## src/rtl/dataflow_op_arbiter.sv

```systemverilog
// Round-robin arbiter sharing one registered two-operand pulse operator among CH channels.
// Define DFARB_ERR_EN to enable sticky per-channel overflow flags on ERR.
module dataflow_op_arbiter #(
  parameter int unsigned N      = 16,
  parameter int unsigned CH     = 4,
  parameter int unsigned OP_LAT = 1
) (
  input  logic                  CLK,
  input  logic                  RST,
  input  logic                  EN,
  input  logic [CH-1:0]         IN_R1,
  input  logic [CH*N-1:0]       IN_D1,
  input  logic [CH-1:0]         IN_R2,
  input  logic [CH*N-1:0]       IN_D2,
  output logic                  OP_EN,
  output logic                  OP_R_IN1,
  output logic                  OP_R_IN2,
  output logic [N-1:0]          OP_D_IN1,
  output logic [N-1:0]          OP_D_IN2,
  input  logic                  OP_R_OUT,
  input  logic [N-1:0]          OP_D_OUT,
  output logic [CH-1:0]         OUT_R,
  output logic [N-1:0]          OUT_D,
  output logic [$clog2(CH)-1:0] OUT_CH,
  output logic                  BUSY,
  output logic [CH-1:0]         ERR,
  input  logic                  ERR_CLR
);
  localparam int unsigned   CW      = $clog2(CH);
  localparam logic [CW-1:0] LAST_CH = CW'(CH - 1);

  logic [N-1:0]      a_d [CH];
  logic [N-1:0]      b_d [CH];
  logic [CH-1:0]     a_f, b_f;
  logic [CW-1:0]     ptr;
  logic [CW-1:0]     iss_ch;
  logic [OP_LAT-1:0] tag_v;
  logic [CW-1:0]     tag_c [OP_LAT];

  logic              grant_vld_c;
  logic [CW-1:0]     grant_c;
  logic [CW-1:0]     ptr_nxt_c;
  logic [CH-1:0]     iss_c, ld_a_c, ld_b_c, ovf_c, a_f_nxt_c, b_f_nxt_c;
  logic [OP_LAT-1:0] tag_v_nxt_c;
  logic              res_vld_c;
  logic [CW-1:0]     res_ch_c;
  logic              busy_nxt_c;

  // Round-robin search over eligible channels, starting at ptr
  always_comb begin
    int unsigned idx;
    idx         = 0;
    grant_vld_c = 1'b0;
    grant_c     = '0;
    for (int unsigned i = 0; i < CH; i++) begin
      idx = (32'(ptr) + i) % CH;
      if (EN && !grant_vld_c && a_f[CW'(idx)] && b_f[CW'(idx)]) begin
        grant_vld_c = 1'b1;
        grant_c     = CW'(idx);
      end
    end
    iss_c     = grant_vld_c ? (CH'(1) << grant_c) : '0;
    ptr_nxt_c = (grant_c == LAST_CH) ? '0 : grant_c + CW'(1);
  end

  // Slot occupancy: a slot freed by this edge's issue may capture a new token
  always_comb begin
    ld_a_c     = IN_R1 & (~a_f | iss_c);
    ld_b_c     = IN_R2 & (~b_f | iss_c);
    ovf_c      = (IN_R1 & a_f & ~iss_c) | (IN_R2 & b_f & ~iss_c);
    a_f_nxt_c  = (a_f & ~iss_c) | ld_a_c;
    b_f_nxt_c  = (b_f & ~iss_c) | ld_b_c;
  end

  // Tag pipeline advances from the cycle the operator samples the issue
  always_comb begin
    tag_v_nxt_c    = '0;
    tag_v_nxt_c[0] = OP_R_IN1;
    for (int i = 1; i < int'(OP_LAT); i++) tag_v_nxt_c[i] = tag_v[i-1];
    res_vld_c  = OP_R_OUT & tag_v[OP_LAT-1];
    res_ch_c   = tag_c[OP_LAT-1];
    busy_nxt_c = (|a_f_nxt_c) | (|b_f_nxt_c) | grant_vld_c | (|tag_v_nxt_c);
  end

  // Operand and tag-channel storage (no reset needed; guarded by full/valid flags)
  always_ff @(posedge CLK) begin
    for (int k = 0; k < int'(CH); k++) begin
      if (ld_a_c[k]) a_d[k] <= IN_D1[k*N +: N];
      if (ld_b_c[k]) b_d[k] <= IN_D2[k*N +: N];
    end
    tag_c[0] <= iss_ch;
    for (int i = 1; i < int'(OP_LAT); i++) tag_c[i] <= tag_c[i-1];
  end

  always_ff @(posedge CLK) begin
    if (RST) begin
      a_f      <= '0;
      b_f      <= '0;
      ptr      <= '0;
      iss_ch   <= '0;
      tag_v    <= '0;
      OP_EN    <= 1'b0;
      OP_R_IN1 <= 1'b0;
      OP_R_IN2 <= 1'b0;
      OP_D_IN1 <= '0;
      OP_D_IN2 <= '0;
      OUT_R    <= '0;
      OUT_D    <= '0;
      OUT_CH   <= '0;
      BUSY     <= 1'b0;
    end else begin
      a_f      <= a_f_nxt_c;
      b_f      <= b_f_nxt_c;
      tag_v    <= tag_v_nxt_c;
      OP_EN    <= 1'b1;
      OP_R_IN1 <= grant_vld_c;
      OP_R_IN2 <= grant_vld_c;
      if (grant_vld_c) begin
        OP_D_IN1 <= a_d[grant_c];
        OP_D_IN2 <= b_d[grant_c];
        iss_ch   <= grant_c;
        ptr      <= ptr_nxt_c;
      end
      OUT_R <= res_vld_c ? (CH'(1) << res_ch_c) : '0;
      if (res_vld_c) begin
        OUT_D  <= OP_D_OUT;
        OUT_CH <= res_ch_c;
      end
      BUSY <= busy_nxt_c;
    end
  end

`ifdef DFARB_ERR_EN
  // Sticky overflow flags; clear wins over a same-edge overflow
  always_ff @(posedge CLK) begin
    if (RST || ERR_CLR) ERR <= '0;
    else                ERR <= ERR | ovf_c;
  end
`else
  logic unused_err_c;
  assign unused_err_c = ^{ERR_CLR, ovf_c};
  assign ERR = '0;
`endif

endmodule
```

## config.mk

```make
export PLATFORM = sky130hd
export DESIGN_NAME = dataflow_op_arbiter
export DESIGN_NICKNAME = d
export VERILOG_FILES = /design/src/rtl/dataflow_op_arbiter.sv
export SDC_FILE = /design/constraint.sdc
export NUM_CORES = 1
export LEC_CHECK = 0
export ABC_AREA = 1
export BUFFER_PORTS_ARGS = -buffer_cell sky130_fd_sc_hd__buf_2
export CAP_MARGIN = 20
export CORE_MARGIN = 10
export CORE_UTILIZATION = 27
export DETAILED_ROUTE_END_ITERATION = 8
export PLACE_DENSITY_LB_ADDON = 0.08
export SLEW_MARGIN = 20
export SYNTH_ARGS = -nofsm -noshare
export SYNTH_HDL_FRONTEND = slang
export SYNTH_SLANG_ARGS = --single-unit
```

## constraint.sdc

```tcl
create_clock -name CLK -period 4.6 [get_ports CLK]
set_input_delay 0.46 -clock CLK [delete_from_list [all_inputs] [get_ports CLK]]
set_output_delay 0.46 -clock CLK [all_outputs]
set_load 0.01 [all_outputs]
```

# == Yosys cells after proc, flatten, opt, wreduce, memory -nomap -nowiden ==
# Memory sizes are Yosys's and may differ from the RTL's. A register that Yosys moved wholly into a read port is not among the register bits.
# Index checks and enable logic that the tools add are counted.
# totals
register_bits,38
mem_bits_rw,130
input_bits,157
output_inout_bits,62
elab_cells,101
n_memories,3
# mem_list
name,words,word_bits,read_ports,rd_ports_with_merged_regs,wr,line,source
a_d,4,16,1,1,4,32,logic [N-1:0] a_d [CH];
b_d,4,16,1,1,4,33,logic [N-1:0] b_d [CH];
tag_c,1,2,1,0,1,38,logic [CW-1:0] tag_c [OP_LAT];
# classes
addsub,4
order_cmp,4
eq_ne,1
shifts,2
n_mux,43
bitwise,16
reduce_logical,17
# ops
cell,count
1-bit 2-to-1 mux,29
4-bit AND,4
1-bit binary-select mux with 2-bit select,8
4-bit OR,4
2-bit by 3-bit less-than comparator with 1-bit output (second input constant),4
4-bit inverter,3
1-bit logical AND,11
2-bit 2-to-1 mux,5
4-bit OR reduction,2
1-bit by 2-bit left shift with 4-bit output (first input constant),2
2-bit by 1-bit adder with 2-bit output (second input constant),2
2-bit adder (second input constant),2
4-bit 2-to-1 mux,1
1-bit zero test,3
1-bit OR,3
2-bit == test (second input constant),1
2-bit OR reduction,1
1-bit AND,1
1-bit inverter,1

# == Longest topological paths before layout ==
# Gate-level depths: netlist (run 1).
# logic_depth
depth_word,29
depth_mapped,22
mapped_depth_nobuf,19

# == Least setup slack after synthesis (run 1) ==
# No wires, ideal clock.
# synth_timing
kind,register -> register
from,reg ptr[0]
to,"mem a_d[3][0], enable pin"
setup_ns,0.414
arrival_ns,2.936
t_required_ns,4.186
path_slack_ns,1.251
stages_incl_launch_ff,18
path_buffers,3
period_less_slack_ns,3.349
cell_sequence,dfxtp_1 buf_6 inv_4 nand2_1 nand2_2 inv_2 nand2_2 inv_1 nor2_1 a21oi_1 nand2_1 nand2_2 inv_2 buf_6 buf_2 ha_1 nand2_1 a21boi_0
# synth_lines
item,line,source
start: declaration,35,logic [CW-1:0] ptr;
start signal: assignment,122,ptr <= ptr_nxt_c;
end: declaration,32,

==> results of run 1 <==
==> kinds of logic (layout without fill, tap and decap cells) <==
logic type,after synthesis,count (layout),synth area share [%]
adder cells (fa/ha/maj),1,1,0.1626
AO/OA/AOI/OAI,172,172,12.13
AND/OR/NAND/NOR,244,244,12.64
other,1,5,0.04874
buffers and inverters,106,321,6.326
flip-flops,200,200,68.69
==> flip-flops by register name, summed over array words and instances, names as in the netlist, 4 cells and up <==
signal and count:
b_f 4, OUT_R 4, OUT_D 16, a_d 64, b_d 64, a_f 4, OP_D_IN1 16, OP_D_IN2 16
==> layer usage <==
| metal | up-vias | GRT usage, % |
|---|---|---|
| met2 | 175 | 22.25 |
| met3 | 29 | 4.634 |
| met1 | 2627 | 16.28 |
| met5 | - | 0 |
| li1 | 2860 | - |
| met4 | 6 | 4.090 |
==> area by class of cell <==
cell class | count | area share (%)
diodes | 1 | 0.02558
clock buffers | 17 | 4.348
clock inverters | 15 | 2.020
inverters | 63 | 2.442
multi-input cells | 421 | 20.29
flip-flops and latches | 200 | 54.02
well taps | 378 | 4.834
repair buffers | 226 | 12.02
==> final timing paths <==
check,start,to,slack [ns]
worst min-delay path,IN_D2[4],b_d[0][4],0.18
worst max-delay path,ptr[0],b_d[3][11],1.24
worst min register to register,iss_ch[1],tag_c[0][1],0.36
worst max register to register,ptr[0],b_d[3][11],1.24
==> per-stage QoR <==
stage	instance area [µm²]	hold slack [ns]	setup slack, ns	utilization (%)	std cells
final	9784	0.1845	1.237	35.03	1321
after global routing	9784	0.1576	0.8441	35.03	1321
after CTS	9782	0.1662	1.084	35.02	1320
after detailed placement	9159	0.3399	1.117	32.79	1288
after global placement	9159	0.3366	1.098	32.79	1288
after floorplan	7705	0.3311	1.251	-	727
==> layout by cell type (no fill, tap or decap), types with 4 or more instances in the layout <==
master     instances
conb_1             4
clkbuf_16         17
nand4_1            4
nand2_1           56
a21oi_1           15
o21ai_0           68
o21ai_1           46
buf_2            213
dfxtp_1           72
inv_8              5
o22ai_1           19
nand3_1           11
nand2_2            4
edfxtp_1         128
nor2_1           165
inv_2              4
clkinv_8           4
inv_1             58
o211ai_1          14
buf_4             12
==> power groups by stage <==
stage | registers, W | logic, W | clock network (W)
after CTS | 0.00242 | 0.00249 | 0.00162
after floorplan | 0.00249 | 0.00163 | 0
after global routing | 0.00245 | 0.00278 | 0.00168
after global placement | 0.00246 | 0.00248 | 0
after detailed placement | 0.00246 | 0.00248 | 0
final | 0.00242 | 0.00242 | 0.00156
==> worst reg2reg max path, stage by stage, from the launching register on <==
cell	delay, ns
dfxtp_1	0.53
inv_4	0.08
nand2_1	0.10
nand2_2	0.08
nand2_1	0.10
nand2_1	0.06
nor2_1	0.12
a21oi_1	0.08
nand2_1	0.11
nand2_2	0.34
inv_2	0.40
ha_1	0.22
nand2_1	0.12
a21boi_2	0.52
buf_12	0.22
==> results.ini, run 1 <==
[power_and_ir_drop]
finalPower_w = 0.006390
p_clk_share_pct = 24.4
power_switching_w = 0.002580
p_comb_share_pct = 37.8
p_per_area_nw_per_um2 = 653.0
switching_share_pct = 40.38
power.leakage_nw = 4.253
internal_power_w = 0.003809
peakVddDrop_mv = 0.2801
pwr-share-seq_pct = 37.8

[layout]
regArea_um2 = 5285
synthToLayoutAreaGrowth_pct = 27.18
num-fill-cells = 2871
nNetsFinal = 1087
multi_input_area_um2 = 1986
layout-drive-gt1-share_pct = 29.51

[logic_synthesis]
netlist_top_cells_area = edfxtp_1, dfxtp_1, nor2_1
yosys_warnings = 0
synth_top_cell_by_area = edfxtp_1
synthCells = 724
synth_most_common_cell = nor2_1
async_flop_share_pct = 0
ys.flop_type = edfxtp_1
synth-edff-count = 128
synth.distinct_cells = 26
ys_seq_elements = 200
synth_common_cells = nor2_1, edfxtp_1, dfxtp_1
synth.top_cell.area_share_pct = 49.96
yosysSeqAreaShare_pct = 68.69
synth_area_per_cell_um2 = 10.63
netlist_area_um2 = 7694

[clock_network]
clock_sinks = 200
hold_buffers = 0
cts_resized = 0
post_cts_buffers = 0
cts_tree = yes
numCtsBuffers = 17
htree_levels = 4
clock_latency_ns = 0.44
cts-root-buf = clkbuf_16
clkSlewWorstSetupHoldPaths_ns = 0.09
cts_buffer_depth = 2

[min_path]
holdPathStages = 1
hold_path.class = in2reg

[floorplan]
die_y_um = 188.8
dieWidth_um = 188.8
dieArea_um2 = 35650
rows = 61
core-area_um2 = 27930
num_io_pins = 219
start_util_pct = 27.54

[sta]
setup_violations = 0
report.final.slew_viol_count = 0
period_share_pct = 73.11
fin_skew_ns = 0.01863
final.setup.tns_ns = 0
fmax_ghz = 0.2973
hold_violations = 0
finalCriticalPeriod_ns = 3.363
maxSlewHeadroom_pct = 44.56
worst_slew_pin_slew_ns = 0.8297
rsz0062_at_grt = no

[worst_setup_path]
worstRegToRegCells = 14
worst_path_max_delay_cell = dfxtp_1
crit_buf_inv = 3
crit_family = simple AND/OR/NAND/NOR gates
cp.depth = 14
crit_chain = inv_4 > nand2_1 > nand2_2 > nand2_1 > nand2_1 > nor2_1 > a21oi_1 > nand2_1 > nand2_2 > inv_2 > ha_1 > nand2_1 > a21boi_2 > buf_12
cp.required_ns = 4.75
startpoint_type = flip-flop
worst_setup_path_end_kind = flip-flop
crit_type = reg2reg
critPathArrivalTime_ns = 3.51
critPathMaxStageDelay_ns = 0.53
critPathMaxFanout = 24
crit_top_cell = nand2_1

[detailed_routing]
dr_wl_met2_mm = 11.53
wl_per_cell_um = 18.33
drtIter0Drc = 266
highest_layer = met5
routed_wl_mm = 24.21
wl_met3_mm = 1.683
drtAntennaViolNets = 0
avgViaCountPerCell = 4.313
drt-met1-wl_mm = 10.59
drc = 0
firstDrtPassIters = 4
via_count = 5697

[place]
dpl.hpwl_mm = 16.77
numPortBuffers = 213
place.gp.congestion = 0.7432

[grt]
grt_max_degree = 55
grt_pass1_vias = 6031
grt_pass1_wl_mm = 36.52
antenna_found_initial = 6
grt_usage_pct = 13.50
gr-total-overflow = 0

[run_status]
status = complete, no violations

[flow_run]
drv_cap = 0

No activity file was read; power rests on OpenSTA's default activity.
==> run 2, diff against run 1 <==
ABC_AREA = 0   (was 1)
clock period = 3.1 ns   (was 4.6 ns; I/O delays follow)
==> run 2 against run 1 <==
  * Clock skew decreased by 0.0048 ns
  * Design area decreased by 1.2%
  * Core utilization about the same
  * Global-route usage decreased by 0.92 points
  * Power decreased by 9.7%
  * Clock power increased by 40%
  * Register-to-register slack got worse by 0.77 ns
  * Synthesized cell count decreased by 25%
  * Largest cell class unchanged
  * Highest routed layer is now met4
==> results.ini, run 2 <==
[run_status]
status = complete, no violations  ; unchanged

[clock_network]
clkSlewWorstSetupHoldPaths_ns = 0.08  ; was 0.09 ns
post_cts_buffers = 0  ; unchanged
cts_tree = yes  ; unchanged
cts_buffer_depth = 2  ; unchanged
numCtsBuffers = 17  ; unchanged
cts-root-buf = clkbuf_16  ; unchanged
hold_buffers = 0  ; unchanged
cts_resized = 0  ; unchanged
htree_levels = 4  ; unchanged
clock_sinks = 200  ; unchanged
clock_latency_ns = 0.44  ; about the same

[logic_synthesis]
ys.flop_type = edfxtp_1  ; unchanged
yosysSeqAreaShare_pct = 70.27  ; was 68.69%
synthAdderAreaFrac_pct = 0.1664  ; was 0.1626%
synthSimpleGateAreaFrac_pct = 8.701  ; was 12.64%
synthCells = 544  ; was 724
synth_area_per_cell_um2 = 13.83  ; was 10.63 µm²
yosys_warnings = 0  ; unchanged
synth_compound_area_share_pct = 9.133  ; was 12.13%
synth_top_cell_by_area = edfxtp_1  ; unchanged
ys_seq_elements = 200  ; unchanged
netlist_top_cells_area = edfxtp_1, dfxtp_1, mux2i_1  ; was edfxtp_1, dfxtp_1, nor2_1
synth.top_cell.area_share_pct = 51.11  ; was 49.96%
synth-edff-count = 128  ; unchanged
synthXorXnorAreaFrac_pct = 0  ; unchanged
synth_top_family_by_area = compound AO/OA/AOI/OAI gates  ; was simple AND/OR/NAND/NOR gates
synth_most_common_cell = edfxtp_1  ; was nor2_1
synth.distinct_cells = 47  ; was 26
netlist_area_um2 = 7521  ; was 7694 µm²
synthMuxAreaShare_pct = 8.518  ; was 0%
async_flop_share_pct = 0  ; unchanged
synth_common_cells = edfxtp_1, nand2_1, dfxtp_1  ; was nor2_1, edfxtp_1, dfxtp_1

[detailed_routing]
wl_per_cell_um = 19.34  ; was 18.33 µm
firstDrtPassIters = 4  ; unchanged
routed_wl_mm = 22.32  ; was 24.21 mm
drtAntennaViolNets = 0  ; unchanged
via_count = 5045  ; was 5697
avgViaCountPerCell = 4.372  ; was 4.313
drc = 0  ; unchanged
drtIter0Drc = 163  ; was 266

[worst_setup_path]
worstRegToRegCells = 8  ; was 14
cp.required_ns = 3.23  ; was 4.75 ns
crit_type = reg2reg  ; unchanged
worst_setup_path_end_kind = flip-flop  ; unchanged
startpoint_type = flip-flop  ; unchanged
critPathArrivalTime_ns = 2.76  ; was 3.51 ns
critPathMaxFanout = 45  ; was 24

[layout]
final_cell_mix = buf_2, edfxtp_1, nand2_1  ; was buf_2, nor2_1, edfxtp_1
nNetsFinal = 920  ; was 1087
final_common_cell = buf_2  ; unchanged
reg_top3 = a_d x64, b_d x64  ; unchanged
layout-drive-gt1-share_pct = 36.26  ; was 29.51%
synthToLayoutAreaGrowth_pct = 28.60  ; was 27.18%

[power_and_ir_drop]
finalPower_w = 0.005767  ; was 0.006390 W
p_per_area_nw_per_um2 = 596.3  ; was 653.0 nW/µm²
power.leakage_nw = 3.743  ; was 4.253 nW
peakVddDrop_mv = 0.3848  ; was 0.2801 mV

[sta]
fin_skew_ns = 0.01384  ; was 0.01863 ns
final.setup.tns_ns = 0  ; unchanged
maxSlewHeadroom_pct = 32.98  ; was 44.56%
rsz0062_at_grt = no  ; unchanged
fmax_ghz = 0.3793  ; was 0.2973 GHz
report.final.slew_viol_count = 0  ; unchanged
whs_ns = 0.04177  ; was 0.1845 ns
finalCriticalPeriod_ns = 2.637  ; was 3.363 ns
worst_slew_pin_slew_ns = 1.003  ; was 0.8297 ns
setup_violations = 0  ; unchanged
period_share_pct = 85.05  ; was 73.11%
hold_violations = 0  ; unchanged

[flow_run]
drv_cap = 0  ; unchanged

[place]
dpl.hpwl_mm = 16.43  ; was 16.77 mm
numPortBuffers = 213  ; unchanged
place.gp.congestion = 0.7800  ; was 0.7432

[grt]
grt_usage_pct = 12.58  ; was 13.50%
grt_pass1_wl_mm = 33.58  ; was 36.52 mm
grt_pass1_vias = 5609  ; was 6031
antenna_found_initial = 1  ; was 6
grt_max_degree = 46  ; was 55
gr-total-overflow = 0  ; unchanged

[floorplan]
dieArea_um2 = 34930  ; was 35650 µm²
rows = 61  ; unchanged
start_util_pct = 27.22  ; was 27.54%
core-area_um2 = 27630  ; was 27930 µm²
die_y_um = 186.9  ; was 188.8 µm
dieWidth_um = 186.9  ; was 188.8 µm
num_io_pins = 219  ; unchanged

[min_path]
hold_path.class = in2reg  ; unchanged
holdPathStages = 1  ; unchanged

-- run 2: changes by cell type in the layout (fill, tap and decap cells not counted), moves of 32 or more --
cell     before  now
o21ai_1      46    0
mux2i_1       0   64
a32o_1        0   32
nand2_1      56  111
nor2_1      165   14
inv_1        58    4
o21ai_0      68    2
-- run 2: power breakdown --
part | switching, W | total [W] | leakage, nW | internal [W]
Combinational | 0.000302 | 0.000525 | 1.65 | 0.000223
Clock | 0.00109 | 0.00218 | 0.282 | 0.00108
Sequential | 0.0000675 | 0.00307 | 1.81 | 0.00300
-- run 2: logic make-up (layout without fill, tap and decap cells) --
logic type | after synthesis | in the layout
other | 1 | 5
and+or+nand+nor | 151 | 151
buffers and inverters | 40 | 268
DFF | 200 | 200
AOI/OAI and AO/OA | 87 | 87
adders and majority gates | 1 | 1
muxes | 64 | 64
-- run 2: final cells by class --
| cell class | instances | area, µm² |
|---|---|---|
| Timing Repair Buffer | 231 | 1239 |
| Tap cell | 378 | 473.0 |
| Inverter | 5 | 23.77 |
| Fill cell | 2802 | 17960 |
| Sequential cell | 200 | 5285 |
| Clock buffer | 18 | 429.2 |
| Multi-Input combinational cell | 307 | 2061 |
| Clock inverter | 14 | 158.9 |
| Antenna cell | 1 | 2.502 |
-- run 2: path summary, 6_finish.rpt --
kind / startpoint / endpoint / slack [ns]
setup / recovery: b_f[1] / b_d[3][4] / 0.46
hold / removal: IN_D2[7] / b_d[0][7] / 0.04
setup reg to reg: b_f[1] / b_d[3][4] / 0.46
hold reg to reg: iss_ch[1] / tag_c[0][1] / 0.35
-- run 2: critical path: stages, from the launching register on --
cell       delay (ns)
dfxtp_1          0.47
a22o_1           0.28
o2111ai_1        0.21
nor3_4           0.24
buf_12           0.36
ha_1             0.21
nand2_1          0.11
a21boi_2         0.20
buf_4            0.24
-- run 2: layer usage --
metal	part of all wire [%]	vias up	global-route usage, %	wire, µm
met5	0	-	0	0
met4	1.2	0	3.536	267
met3	6.4	21	4.251	1438
met2	50	171	21.93	11110
met1	43	2414	14.35	9501
li1	-	2439	-	-
-- run 2: per-stage QoR --
stage | util, % | setup WS (ns) | std cells | area (µm²)
after floorplan | - | -0.3007 | 547 | 7532
after global placement | 32.87 | 0.4968 | 1121 | 9081
after detailed placement | 32.87 | 0.4717 | 1121 | 9081
after CTS | 35.00 | 0.4495 | 1153 | 9669
after global routing | 35.00 | 0.2665 | 1153 | 9669
final | 35.01 | 0.4634 | 1154 | 9672
